## src/rtl/dcache_refill_ctrl.sv

```systemverilog
// Data-cache miss controller: stalls the pipeline, writes back a dirty victim as beats,
// then reads the missing block as beats and writes it into the dcache in one strobe.
module dcache_refill_ctrl #(
  parameter int unsigned ADDR_WIDTH  = 64,
  parameter int unsigned DATA_WIDTH  = 64,
  parameter int unsigned BLOCK_WIDTH = 512
) (
  input  logic                   i_clk,
  input  logic                   i_arst,
  input  logic                   i_mem_access,
  input  logic                   i_dcache_hit,
  input  logic                   i_dcache_dirty,
  input  logic [ADDR_WIDTH-1:0]  i_addr,
  input  logic [ADDR_WIDTH-1:0]  i_addr_wb,
  input  logic [BLOCK_WIDTH-1:0] i_victim_block,
  output logic                   o_stall,
  output logic                   o_block_we,
  output logic [BLOCK_WIDTH-1:0] o_data_block,
  output logic                   o_req_valid,
  input  logic                   i_req_ready,
  output logic                   o_req_we,
  output logic [ADDR_WIDTH-1:0]  o_req_addr,
  output logic                   o_wvalid,
  input  logic                   i_wready,
  output logic [DATA_WIDTH-1:0]  o_wdata,
  input  logic                   i_rvalid,
  input  logic [DATA_WIDTH-1:0]  i_rdata
);

  localparam int unsigned Beats = BLOCK_WIDTH / DATA_WIDTH;
  localparam int unsigned CntW  = (Beats > 1) ? $clog2(Beats) : 1;
  localparam int unsigned Offs  = $clog2(BLOCK_WIDTH / 8);

  localparam logic [CntW-1:0] LastBeat = CntW'(Beats - 1);

  localparam logic [2:0] StIdle   = 3'd0;
  localparam logic [2:0] StWbReq  = 3'd1;
  localparam logic [2:0] StWbData = 3'd2;
  localparam logic [2:0] StRdReq  = 3'd3;
  localparam logic [2:0] StRdData = 3'd4;
  localparam logic [2:0] StFill   = 3'd5;

  logic [2:0]             state_q, state_d;
  logic [CntW-1:0]        cnt_q, cnt_d;
  logic [ADDR_WIDTH-1:0]  miss_addr_q, miss_addr_d;
  logic [ADDR_WIDTH-1:0]  wb_addr_q, wb_addr_d;
  logic [BLOCK_WIDTH-1:0] victim_q, victim_d;
  logic [BLOCK_WIDTH-1:0] buf_q, buf_d;

  logic        miss;
  int unsigned beat_lsb;

  // Block offset bits are dropped when forming block-aligned addresses.
  logic unused_addr_lsbs;
  assign unused_addr_lsbs = ^{i_addr[Offs-1:0], i_addr_wb[Offs-1:0]};

  assign miss     = i_mem_access & ~i_dcache_hit;
  assign beat_lsb = 32'(cnt_q) * DATA_WIDTH;

  always_comb begin
    state_d     = state_q;
    cnt_d       = cnt_q;
    miss_addr_d = miss_addr_q;
    wb_addr_d   = wb_addr_q;
    victim_d    = victim_q;
    buf_d       = buf_q;
    unique case (state_q)
      StIdle: begin
        if (miss) begin
          miss_addr_d = {i_addr[ADDR_WIDTH-1:Offs], {Offs{1'b0}}};
          if (i_dcache_dirty) begin
            victim_d  = i_victim_block;
            wb_addr_d = {i_addr_wb[ADDR_WIDTH-1:Offs], {Offs{1'b0}}};
            state_d   = StWbReq;
          end else begin
            state_d = StRdReq;
          end
        end
      end
      StWbReq: begin
        if (i_req_ready) begin
          cnt_d   = '0;
          state_d = StWbData;
        end
      end
      StWbData: begin
        if (i_wready) begin
          if (cnt_q == LastBeat) begin
            cnt_d   = '0;
            state_d = StRdReq;
          end else begin
            cnt_d = cnt_q + CntW'(1);
          end
        end
      end
      StRdReq: begin
        if (i_req_ready) begin
          cnt_d   = '0;
          state_d = StRdData;
        end
      end
      StRdData: begin
        if (i_rvalid) begin
          buf_d[beat_lsb +: DATA_WIDTH] = i_rdata;
          if (cnt_q == LastBeat) begin
            cnt_d   = '0;
            state_d = StFill;
          end else begin
            cnt_d = cnt_q + CntW'(1);
          end
        end
      end
      StFill: begin
        cnt_d   = '0;
        state_d = StIdle;
      end
      default: begin
        cnt_d   = '0;
        state_d = StIdle;
      end
    endcase
  end

  always_ff @(posedge i_clk) begin
    if (i_arst) begin
      state_q     <= StIdle;
      cnt_q       <= '0;
      miss_addr_q <= '0;
      wb_addr_q   <= '0;
      victim_q    <= '0;
      buf_q       <= '0;
    end else begin
      state_q     <= state_d;
      cnt_q       <= cnt_d;
      miss_addr_q <= miss_addr_d;
      wb_addr_q   <= wb_addr_d;
      victim_q    <= victim_d;
      buf_q       <= buf_d;
    end
  end

  // The idle miss term is combinational so the pipeline freezes in the miss cycle itself.
  always_comb begin
    o_stall      = (state_q != StIdle) | miss;
    o_block_we   = (state_q == StFill);
    o_data_block = buf_q;
    o_req_valid  = (state_q == StWbReq) | (state_q == StRdReq);
    o_req_we     = (state_q == StWbReq);
    o_req_addr   = '0;
    if (state_q == StWbReq) begin
      o_req_addr = wb_addr_q;
    end else if (state_q == StRdReq) begin
      o_req_addr = miss_addr_q;
    end
    o_wvalid = (state_q == StWbData);
    o_wdata  = '0;
    if (state_q == StWbData) begin
      o_wdata = victim_q[beat_lsb +: DATA_WIDTH];
    end
  end

endmodule
```

## config.mk

```make
export PLATFORM = sky130hd
export DESIGN_NAME = dcache_refill_ctrl
export DESIGN_NICKNAME = d
export VERILOG_FILES = /design/src/rtl/dcache_refill_ctrl.sv
export SDC_FILE = /design/constraint.sdc
export NUM_CORES = 2
export LEC_CHECK = 0
export BUFFER_PORTS_ARGS = -buffer_cell sky130_fd_sc_hd__buf_2
export CORE_AREA = 2 2 533 535
export DETAILED_ROUTE_END_ITERATION = 6
export DIE_AREA = 0 0 535 537
export GPL_TIMING_DRIVEN = 0
export HOLD_SLACK_MARGIN = 0.06
export SYNTH_ARGS = -nofsm -noshare
export SYNTH_HDL_FRONTEND = slang
export SYNTH_SLANG_ARGS = --single-unit
```

## constraint.sdc

```tcl
create_clock -name i_clk -period 2.8 [get_ports i_clk]
set_input_delay 0.42 -clock i_clk [delete_from_list [all_inputs] [get_ports i_clk]]
set_output_delay 0.42 -clock i_clk [all_outputs]
set_load 0.1 [all_outputs]
```

==> run_results.csv <==
group,metric,value,unit
outcome,status,"finished, violations left",
outcome,violations,"max-capacitance violations, max-slew violations, negative setup slack",
floorplanning,ios,1357,
hold_path,min_path_cells,5,
power,p_per_area,532,mW/mm2
synthesis,syn_inst,5370,
sta,hold_slack,0.161,ns
final_layout,seqCellArea,0.0230,mm2
sta,slew_violations,18,
route,ant_nets,0,
route,wl_met3,28.2,mm
clock_tree,cts.sinks,1146,
worst_setup_path,cpLargestDelayFamily,"buffers and inverters",
worst_setup_path,r2r_start,"cnt_q[1]$_SDFFE_PP0P_",
hold_path,min-delay-start,"i_mem_access",
power,vdd_drop_max,0.000422,V
synthesis,async_flop_share,0,%
grt,globalRouteOverflowTotal,0,
sta,tightest_slew,1.71,ns
floorplanning,die_area,0.287,mm2
final_layout,final_cell_mix,"nand2_1, buf_2, dfxtp_1, dlygate4sd3_1, a21oi_1",
synthesis,yosys.area_share.adder,0.138,%
sta,fin_crit_sh,116,%
hold_path,hold_end,"state_q[0]$_SDFFE_PP0P_",
grt,grt_max_degree,15,
worst_setup_path,worst_setup_path_end_kind,"output port",
worst_setup_path,path_buf_inv,4,
worst_setup_path,startpoint,"cnt_q[0]$_SDFFE_PP0P_",
synthesis,synth_area,0.0454,mm2
worst_setup_path,r2r_cells,15,
sta,hold_viol,0,
route,vias,51500,
synthesis,synth_top_family_by_area,"simple AND/OR/NAND/NOR gates",
clock_tree,clock_latency,0.82,ns
synthesis,muxShareOfSynthArea,7.88,%
sta,skew,0.0352,ns
grt,grt_pass1_vias,49800,
final_layout,multiInputGateArea,0.0227,mm2
route,wl,342,mm
placed_design,dpl_cell_area,0.0571,mm2
worst_setup_path,cp_common_cell,"buf_12",
synthesis,synth_flop_cell,"dfxtp_1",
power,p_leak,28.8,nW
hold_path,hold_path.class,"input port to flop",
clock_tree,clk_pin_slew,0.07,ns
clock_tree,cts_made_buffers,139,
sta,setup_viol,531,
route,vias_per_cell,4.44,
clock_tree,cts_tree,"built",
synthesis,synth_seq_cells,1146,
placed_design,place_congestion,1.05,
worst_setup_path,rrSetupSlack,-0.26,ns
synthesis,synth_cell_types,44,
floorplanning,die_h,537,um
route,wl_per_cell,29.5,um
worst_setup_path,critPathArrivalTime,2.83,ns
worst_setup_path,reg2reg_to,"o_data_block[50]$_SDFFE_PP0P_",
clock_tree,cts-root-buf,"clkbuf_16",
synthesis,synth_xor_area_share,0.0193,%
route,drt_iter0_markers,3800,
worst_setup_path,critPathMaxStageDelay,0.58,ns
synthesis,synth_compound_area_share,13.3,%
floorplanning,fp.dieW,535,um
grt,grt_pass1_wl,431,mm
grt,antenna_found_initial,64,
synthesis,synth_edf_count,0,
worst_setup_path,startpoint_type,"flop",
sta,rsz0062_at_grt,"yes",
final_layout,nFillCells,29800,
final_layout,drive_above_1_share,33.1,%
route,route.met2.wl,168,mm
synthesis,avgSynthCellArea,8.45,um2
final_layout,design_area,0.0762,mm2
route,dr.pass1.iters,6,
route,top_layer_used,"met5",
synthesis,yosys.area_share.simple,23.2,%
worst_setup_path,path_cells,"buf_12, buf_16, buf_12, mux4_2, nand2_4, a21oi_4, buf_12",
power,total_power,0.0405,W
final_layout,synthToLayoutAreaGrowth,67.9,%
job,maxCapViolations,2,
floorplanning,num_rows,195,
worst_setup_path,worst_ep_required_time,2.38,ns
sta,fin_ws,-0.446,ns
synthesis,yosys_warnings,0,
clock_tree,htreeDepth,4,
sta,fin_crit,3.25,ns
final_layout,nets,8407,
floorplanning,start_util,16.1,%
clock_tree,clock_path_buffers,4,
placed_design,hpwlAfterDp,266,mm
placed_design,place.port_buffers,1335,
worst_setup_path,critical_path_class,"flop to output port",
grt,track_usage,22.0,%
floorplanning,core,0.281,mm2
route,post-route-drc-count,0,
final_layout,final_common_cell,"nand2_1",
synthesis,yosysSeqAreaShare,50.6,%
sta,maxSlewHeadroom,-14.1,%
sta,maxClockFrequency,308,MHz
worst_setup_path,path_max_fanout,10,
route,wirelength_met1,116,mm
worst_setup_path,crit_path_top_delay_cell,"mux4_2",
power by group:
group	leakage, nW	switching [W]	internal (W)	total, W
registers	9.27	0.000247	0.0167	0.0169
logic	17.3	0.00303	0.00207	0.00510
clock network	2.22	0.00798	0.0105	0.0185
total	28.8	0.0113	0.0293	0.0405
repair_timing:
action | 4_1_cts | 5_1_grt
endpoints found under the setup margin | 1012 | 1033
hold endpoints to repair | 866 | 1
setup buffers | 33 | 74
resized for setup | 753 | 1056
hold buffers | 690 | 1
cloned | 9 | 34
pin swaps | 14 | 94
layout make-up:
class	count	share of cell area, %
plain buffers	473	5.21
diodes	47	0.154
well taps	3743	6.15
inverters	6	0.0410
repair buffers	2181	22.7
multi-input cells	3743	29.8
clock inverters	58	0.747
flip-flops and latches	1146	30.1
clock buffers	184	5.16
Yosys cell counts, types with 6 or more instances:
| cell | number | share of area (%) |
|---|---|---|
| nand2_1 | 1579 | 13 |
| buf_2 | 139 | 1.5 |
| nand2b_1 | 199 | 2.7 |
| mux2i_1 | 68 | 1.5 |
| o21ai_0 | 381 | 4.2 |
| a21oi_1 | 761 | 8.4 |
| clkbuf_1 | 277 | 2.3 |
| nor2_1 | 75 | 0.62 |
| buf_1 | 17 | 0.14 |
| buf_6 | 6 | 0.15 |
| nand3b_1 | 248 | 4.1 |
| o21ai_1 | 61 | 0.67 |
| inv_1 | 6 | 0.050 |
| mux4_2 | 128 | 6.4 |
| dfxtp_1 | 1146 | 51 |
| buf_4 | 42 | 0.69 |
| nand3_1 | 194 | 2.1 |
per-stage QoR:
stage	TNS (ns)	std cells	setup slack, ns	util (%)
after floorplan	-28.52	5375	-0.538	-
after global placement	-2735.93	10500	-4.67	20.2
after detailed placement	-1858.24	10500	-3.84	20.3
after CTS	-182.78	11400	-0.598	25.5
after global routing	-142.18	11600	-0.567	27.1
final	-74.83	11600	-0.446	27.1
cells by family (layout without fill, tap and decap cells):
logic type | after synthesis | after routing
flip-flops | 1146 | 1146
adder cells (fa/ha/maj) | 5 | 5
buffers and inverters | 487 | 2902
AND/OR/NAND/NOR | 2326 | 2327
AO/OA/AOI/OAI | 1207 | 1207
other | 1 | 53
XOR/XNOR | 1 | 1
multiplexers | 197 | 197
tightest hold or removal path, cell delays in order:
cell	delay, ns
buf_2	0.10
nand2b_1	0.10
o21ai_0	0.11
nand4_1	0.11
o31ai_1	0.06
flip-flops by register name, indices dropped and copies added, names as in the netlist:
signal / flops
cnt_q: 3
miss_addr_q: 58
o_data_block: 512
state_q: 3
victim_q: 512
wb_addr_q: 58
metal layers:
metal	vias to the layer above	global-route usage, %
met5	-	0
met4	10	15.8
met3	940	5.69
met2	3001	39.2
met1	24700	22.4
li1	22800	-
worst max path at each step:
stage	depth (start not counted)	end	slack, ns
after floorplan	5	o_wdata[54]	-0.54
after global placement	11	o_data_block[444]$_SDFFE_PP0P_	-4.67
after detailed placement	12	o_data_block[424]$_SDFFE_PP0P_	-3.84
after CTS	7	o_wdata[60]	-0.60
after global routing	7	o_wdata[60]	-0.57
final	7	o_wdata[33]	-0.45
No activity file was read; power rests on OpenSTA's default activity.
